==> src/rtl/wm8731_adc_rx.sv <==
// wm8731_adc_rx: WM8731 DSP-mode ADC deserializer to a valid/ready stereo register.
// Define WM8731_ADC_RX_PEAK_EN to add per-channel peak magnitude tracking.
module wm8731_adc_rx #(
  parameter int SAMPLE_W    = 16,
  parameter int DATA_DELAY  = 1,
  parameter int SYNC_STAGES = 2
) (
  input  logic                clk,
  input  logic                reset,
  input  logic                bclk,
  input  logic                adc_lrclk,
  input  logic                adc_dat,
  output logic [SAMPLE_W-1:0] out_left,
  output logic [SAMPLE_W-1:0] out_right,
  output logic                out_valid,
  input  logic                out_ready,
  output logic                overrun,
  output logic                frame_err,
  input  logic                err_clr
`ifdef WM8731_ADC_RX_PEAK_EN
  ,
  output logic [SAMPLE_W-2:0] peak_left,
  output logic [SAMPLE_W-2:0] peak_right,
  input  logic                peak_clr
`endif
);
  localparam int CW = $clog2(2 * SAMPLE_W + 1);
  localparam int DW = DATA_DELAY > 1 ? $clog2(DATA_DELAY + 1) : 1;
  localparam logic [1:0] IDLE = 2'd0, DELAY = 2'd1, LEFT = 2'd2, RIGHT = 2'd3;
  logic [2:0] sync_q [SYNC_STAGES];
  logic bclk_q, bit_edge, lrc, dat;
  logic [1:0] state;
  logic [CW-1:0] bcnt;
  logic [DW-1:0] dcnt;
  logic [SAMPLE_W-1:0] left_sr, right_next;
  logic [SAMPLE_W-2:0] right_sr;
  logic sync_hit, fe_set, done, shift_l, shift_r, load;
  always_ff @(posedge clk) begin
    if (reset) begin
      for (int i = 0; i < SYNC_STAGES; i++) sync_q[i] <= '0;
      bclk_q <= 1'b0;
    end else begin
      sync_q[0] <= {bclk, adc_lrclk, adc_dat};
      for (int i = 1; i < SYNC_STAGES; i++) sync_q[i] <= sync_q[i-1];
      bclk_q <= sync_q[SYNC_STAGES-1][2];
    end
  end
  always_comb begin
    bit_edge   = sync_q[SYNC_STAGES-1][2] & ~bclk_q;
    lrc        = sync_q[SYNC_STAGES-1][1];
    dat        = sync_q[SYNC_STAGES-1][0];
    sync_hit   = bit_edge & lrc;
    fe_set     = sync_hit & (state != IDLE);
    done       = bit_edge & ~lrc & (state == RIGHT) & (bcnt == CW'(2 * SAMPLE_W - 1));
    shift_l    = (bit_edge & ~lrc & ((state == LEFT) | ((state == DELAY) & (dcnt == DW'(1)))))
               | ((DATA_DELAY == 0) & sync_hit);
    shift_r    = bit_edge & ~lrc & (state == RIGHT);
    right_next = {right_sr, dat};
    load       = done & (~out_valid | out_ready);
  end
  // A sync edge in any state (re)starts a frame; outside IDLE it is also a frame error.
  always_ff @(posedge clk) begin
    if (reset) begin
      state    <= IDLE;
      bcnt     <= '0;
      dcnt     <= '0;
      left_sr  <= '0;
      right_sr <= '0;
    end else begin
      if (bit_edge) begin
        if (lrc) begin
          state <= DATA_DELAY == 0 ? LEFT : DELAY;
          dcnt  <= DW'(DATA_DELAY);
          bcnt  <= DATA_DELAY == 0 ? CW'(1) : '0;
        end else if (state == DELAY) begin
          dcnt <= dcnt - DW'(1);
          if (dcnt == DW'(1)) begin
            state <= LEFT;
            bcnt  <= CW'(1);
          end
        end else if (state != IDLE) begin
          bcnt <= bcnt + CW'(1);
          if (bcnt == CW'(SAMPLE_W - 1)) state <= RIGHT;
          if (done) state <= IDLE;
        end
      end
      if (shift_l) left_sr <= {left_sr[SAMPLE_W-2:0], dat};
      if (shift_r) right_sr <= right_next[SAMPLE_W-2:0];
    end
  end
  always_ff @(posedge clk) begin
    if (reset) begin
      out_left  <= '0;
      out_right <= '0;
      out_valid <= 1'b0;
      overrun   <= 1'b0;
      frame_err <= 1'b0;
    end else begin
      out_valid <= load | (out_valid & ~out_ready);
      if (load) begin
        out_left  <= left_sr;
        out_right <= right_next;
      end
      overrun   <= (done & ~load) | (overrun & ~err_clr);
      frame_err <= fe_set | (frame_err & ~err_clr);
    end
  end
`ifdef WM8731_ADC_RX_PEAK_EN
  function automatic logic [SAMPLE_W-2:0] mag(input logic [SAMPLE_W-1:0] s);
    logic [SAMPLE_W-1:0] n;
    n = -s;
    return s[SAMPLE_W-1] ? (n[SAMPLE_W-1] ? '1 : n[SAMPLE_W-2:0]) : s[SAMPLE_W-2:0];
  endfunction
  logic [SAMPLE_W-2:0] mag_l, mag_r;
  always_comb begin
    mag_l = mag(left_sr);
    mag_r = mag(right_next);
  end
  always_ff @(posedge clk) begin
    if (reset) begin
      peak_left  <= '0;
      peak_right <= '0;
    end else begin
      peak_left  <= peak_clr ? (load ? mag_l : '0) : (load && mag_l > peak_left) ? mag_l : peak_left;
      peak_right <= peak_clr ? (load ? mag_r : '0) : (load && mag_r > peak_right) ? mag_r : peak_right;
    end
  end
`endif
endmodule

==> config.mk <==
export PLATFORM = sky130hd
export DESIGN_NAME = wm8731_adc_rx
export DESIGN_NICKNAME = d
export VERILOG_FILES = /design/src/rtl/wm8731_adc_rx.sv
export SDC_FILE = /design/constraint.sdc
export NUM_CORES = 1
export LEC_CHECK = 0
export BUFFER_PORTS_ARGS = -buffer_cell sky130_fd_sc_hd__buf_4
export CORE_ASPECT_RATIO = 1.75
export CORE_MARGIN = 5
export CORE_UTILIZATION = 56
export DETAILED_ROUTE_END_ITERATION = 10
export HOLD_SLACK_MARGIN = 0.1
export PLACE_DENSITY = 0.78
export REMOVE_ABC_BUFFERS = 1
export SYNTH_ARGS = -nofsm -noshare
export SYNTH_HDL_FRONTEND = slang
export SYNTH_SLANG_ARGS = --single-unit
export TNS_END_PERCENT = 100
==> constraint.sdc <==
create_clock -name clk -period 1.9 [get_ports clk]
set_input_delay 0.57 -clock clk [delete_from_list [all_inputs] [get_ports clk]]
set_output_delay 0.57 -clock clk [all_outputs]
set_load 0.05 [all_outputs]
=== Yosys cells after proc, flatten, opt, wreduce, memory -nomap -nowiden ===
Memories as Yosys holds them, arrays and structs flattened.
Cells that the tools add are included.

* Bits in registers: 76
* Bits in writable memories: 6
* Input bits: 7
* Output and inout bits: 35
* Word-level logic and storage cells: 70
* Memories: 1

{| class="wikitable"
|+ Memories
! memory !! depth !! bits a word !! read ports !! clocked after Yosys merged registers in !! wr ports !! RTL line !! text
|-
| sync_q || 2 || 3 || 2 || 0 || 2 || 30 || <nowiki>logic [2:0] sync_q [SYNC_STAGES];</nowiki>
|}

* Add/subtract/negate cells: 2
* Equality and inequality tests: 6
* Mux-type cells: 17
* Bitwise logic cells: 26
* Reduce and logical (&&, ||, !) cells: 7

{| class="wikitable"
|+ Operators by type and width
! operator !! number
|-
| 2-to-1 mux 6 bit || 4
|-
| AND 1 bit || 13
|-
| 2-to-1 mux 2 bit || 6
|-
| OR 1 bit || 7
|-
| adder 6 x 1 -> 6 bit, second input constant || 1
|-
| equality test 6 x 4 -> 1 bit, second input constant || 1
|-
| equality test 6 x 5 -> 1 bit, second input constant || 1
|-
| 2-to-1 mux 3 bit || 2
|-
| NOT 1 bit || 6
|-
| 2-to-1 mux 1 bit || 5
|-
| equality test 2 bit, second input constant || 2
|-
| AND reduction 4 bit || 1
|-
| nonzero test 2 bit || 2
|-
| nonzero test 4 bit || 1
|-
| inequality test 3 bit, second input constant || 1
|-
| AND reduction 3 bit || 1
|-
| nonzero test 3 bit || 1
|-
| equality test 2 x 1 -> 1 bit, second input constant || 1
|-
| AND reduction 2 bit || 1
|-
| subtractor 1 bit, second input constant || 1
|}

=== Logic depth before layout (Yosys ltp) ===
* Depth in word-level cells: 9
* Mapped depth: 7
* Mapped depth without buffers: 5

=== Worst setup path before layout ===
OpenSTA, ideal clock, no wires.

* Path type: register to register
* From: reg bcnt[0]
* To: reg out_left[0]
* Library setup time: 0.132 ns
* Arrival: 1.600 ns
* Required time: 1.768 ns
* Slack: 0.168 ns
* Cell stages (with the launch flop): 8
* Buffers on the path: 2
* Clock period less this slack: 1.732 ns
* Path through: dfxtp_1 ha_1 nand4b_1 or4_1 buf_2 buf_6 o21ai_1 a21oi_1

* Cells in the longest elaborated chain, start to end: 3

{| class="wikitable"
|+ RTL lines
! what !! RTL line !! text
|-
| start, declared || 33 || <nowiki>logic [CW-1:0] bcnt;</nowiki>
|-
| start signal, assigned || 74 || <nowiki>bcnt <= DATA_DELAY == 0 ? CW'(1) : '0;</nowiki>
|-
| start signal, assigned || 82 || <nowiki>bcnt <= bcnt + CW'(1);</nowiki>
|-
| equality test 6 x 5 -> 1 bit || 54 || <nowiki>done = bit_edge & ~lrc & (state == RIGHT) & (bcnt == CW'(2 * SAMPLE_W - 1));</nowiki>
|-
| AND 1 bit || 54 ||
|-
| AND 1 bit || 59 || <nowiki>load = done & (~out_valid | out_ready);</nowiki>
|-
| end signal, assigned || 101 || <nowiki>out_left <= left_sr;</nowiki>
|-
| end, declared || 13 || <nowiki>output logic [SAMPLE_W-1:0] out_left,</nowiki>
|}

Every way passes these cells.
A chain may end at the register's enable or synchronous reset.

=== Final worst setup path ===
* From: reg bcnt[1]
* To: reg out_right[8]

* Cells in the longest elaborated chain, start to end: 3

{| class="wikitable"
|+ RTL lines
! what !! RTL line !! text
|-
| equality test 6 x 5 -> 1 bit || 54 ||
|-
| AND 1 bit || 54 ||
|-
| AND 1 bit || 59 ||
|-
| end signal, assigned || 102 || <nowiki>out_right <= right_next;</nowiki>
|-
| end, declared || 14 || <nowiki>output logic [SAMPLE_W-1:0] out_right,</nowiki>
|}

Every way passes these cells.

==> results.toml <==
[clocking]
htreeDepth = 3
cts_root_buffer = "clkbuf_8"
postCtsSetupRepairBufs = 0
clk_pin_slew_ps = 80
cts_tree = "built"
clock-sinks = 82
cts.path.max_buffers = 2
clk-insertion-delay-late_ps = 340
cts_made_buffers = 9

[layout]
area_growth_pct = 18.33
drive_gt1_share_pct = 19.19
layout_common_cells = "dfxtp_1 (81), a21oi_1 (55), buf_4 (51)"
fin_cells = 472
nets = 401
fin_util_pct = 67.64
diodes = 0
fin_area_mm2 = 0.003747
final_common_cell = "dfxtp_1"

[sta]
rsz0062_at_grt = "no"
min_period_over_period_pct = 91.90
fmax_mhz = 572.7
finalSetupViolCount = 0
skew_ps = 7.024
fin_crit_ps = 1746
setup_tns_ps = 0
hold_viol = 0
worst_pin_slew_ps = 387.0
slew_headroom_pct = 73.53
drv_slew = 0

[hold_path]
hold_start = "adc_dat"
holdPathEnd = "sync_q[0][0]$_SDFF_PP0_"
hold_path_depth = 2
hold_path.class = "input port to flip-flop"

[job]
cap_violations = 0

[synthesis]
synth_cell_type_count = 39
ys_warn_count = 0
synthCells = 356
synth_area_mm2 = 0.003167
synth-seq-cells = 82
netlist.area_leader.share_pct = 51.84
synthTopCellsByArea = "dfxtp_1 (52%), a21oi_1 (8.7%), nand3_1 (5.4%), mux2i_1 (5.1%), o21ai_1 (4.3%)"
yosysSeqAreaShare_pct = 51.84
synth_largest_area_cell = "dfxtp_1"
syn_avg_cell_area_um2 = 8.895

[worst_setup_path]
r2r_setup_slack_ps = 150
r2r_cells = 6
start_kind = "flip-flop"
crit_path_max_fanout = 33
worstPathRequired_ps = 2130
worstSetupEndpointType = "flip-flop"
r2r_end = "out_right[8]$_SDFFE_PP0P_"
reg2reg_from = "bcnt[1]$_SDFFE_PP0P_"
path_class = "flip-flop to flip-flop"
arrival_ps = 1980

[global_route]
grt-ovfl-total = 0
grt_max_degree = 34
grt_use_total_pct = 19.96
antenna_found_initial = 0
grt_pass1_vias = 2583
grt_pass1_wl_um = 11180

[floorplanning]
coreArea_mm2 = 0.005540
core.rowCount = 36
die_h_um = 109.5
start_util_pct = 57.16
dieArea_mm2 = 0.007318
ios = 42
die_x_um = 66.85

[power_and_ir_drop]
p_per_area_mw_per_mm2 = 749.9
p_leak_uw = 0.001516
finalPower_uw = 2810
ir_drop_mv = 0.6101

[place]
postPlaceCellArea_mm2 = 0.003596
port_buffers = 41
dp.cells = 458
gp_congestion = 0.8467
post-dp-hpwl_um = 4284

[routing]
routed_wl_um = 6627
post-route-drc-count = 0
vias = 2599
drtIter0Drc = 175
via_per_inst = 5.506
wl_per_cell_um = 14.04
dr.pass1.iters = 4
ant_nets = 0

[status]
status = "finished clean"
[sequential cells by signal, indices dropped and copies added, names as in the netlist]
register	flops
bclk_q	1
bcnt	6
dcnt	1
frame_err	1
left_sr	16
out_left	16
out_right	16
out_valid	1
overrun	1
right_sr	15
state	2
sync_q	6
[worst max-delay path: stages, from the launching register on]
cell	delay [ps]
dfxtp_1	360
ha_1	200
nand4b_1	120
or4_1	490
buf_12	210
o21ai_0	160
a21oi_1	80
[per-layer routing]
metal	vias up	global-route usage [%]	wire length, um
met5	-	0	0
met4	0	11.34	153
met3	10	5.112	247
met2	55	34.09	3467
met1	1232	21.98	2758
li1	1302	-	-
[cells in the mapped netlist]
master / n
a2111oi_0: 1
a211o_1: 2
a211oi_1: 2
a21o_1: 1
a21oi_1: 55
a221oi_1: 1
and2_1: 2
and2b_1: 1
and3b_1: 1
and4_1: 1
and4b_1: 1
buf_1: 1
buf_2: 7
buf_6: 4
clkbuf_1: 18
dfxtp_1: 82
ha_1: 1
inv_1: 3
mux2i_1: 16
nand2_1: 33
nand2b_1: 3
nand3_1: 34
nand4_1: 3
nand4b_1: 1
nand4b_4: 1
nor2_1: 24
nor2b_1: 11
nor3b_1: 1
nor4_4: 1
o211ai_1: 1
o21ai_0: 5
o21ai_1: 27
o21ai_2: 3
o21bai_1: 1
o31ai_1: 1
or2_2: 1
or4_1: 1
xnor2_1: 1
xor2_1: 3
[worst max path at each step]
| stage | startpoint | to | slack, ps |
|---|---|---|---|
| 5_1_grt | bcnt[1]$_SDFFE_PP0P_ | out_right[8]$_SDFFE_PP0P_ | 20 |
| 2_1_floorplan | out_valid$_SDFF_PP0_ | out_right[10]$_SDFFE_PP0P_ | -400 |
| 3_5_place_dp | bcnt[0]$_SDFFE_PP0P_ | out_right[8]$_SDFFE_PP0P_ | 120 |
| 3_3_place_gp | bcnt[0]$_SDFFE_PP0P_ | out_right[9]$_SDFFE_PP0P_ | 160 |
| 4_1_cts | bcnt[0]$_SDFFE_PP0P_ | out_right[10]$_SDFFE_PP0P_ | 110 |
| 6_report | bcnt[1]$_SDFFE_PP0P_ | out_right[8]$_SDFFE_PP0P_ | 150 |
[timing repair]
item                       4_1_cts  5_1_grt
hold endpoints to repair         0        0
setup endpoints to repair        0        1
hold buffers                     0        0
gates resized for setup          0        1
[where the power goes]
group | total, uW | switching, uW | internal (uW)
Clock | 1020 | 560 | 459
Sequential | 1730 | 4.46 | 1720
Combinational | 62.9 | 40.0 | 22.9
Total | 2810 | 604 | 2210
[cells by family after synthesis]
logic type | count (synthesis) | synth area share (%)
AOI/OAI and AO/OA | 100 | 17.11
muxes | 16 | 5.057
buffers and inverters | 33 | 5.136
and+or+nand+nor | 120 | 19.36
adders and majority gates | 1 | 0.3950
xor gates and xnor gates | 4 | 1.106
DFF | 82 | 51.84
[layout make-up]
type / instances / area [um^2]
Clock buffer: 11 / 131.4
Clock inverter: 3 / 18.77
Fill cell: 476 / 1793
Inverter: 3 / 11.26
Multi-Input combinational cell: 241 / 1365
Sequential cell: 82 / 1643
Tap cell: 76 / 95.09
Timing Repair Buffer: 56 / 483.0
[through the flow]
step / hold slack, ps / setup WS, ps
floorplan: 413.8 / -400.4
global placement: 417.1 / 161.0
detailed placement: 430.2 / 122.7
CTS: 417.5 / 114.6
global route: 420.0 / 16.59
finish: 434.6 / 153.9
(Power assumes the default switching activity.)
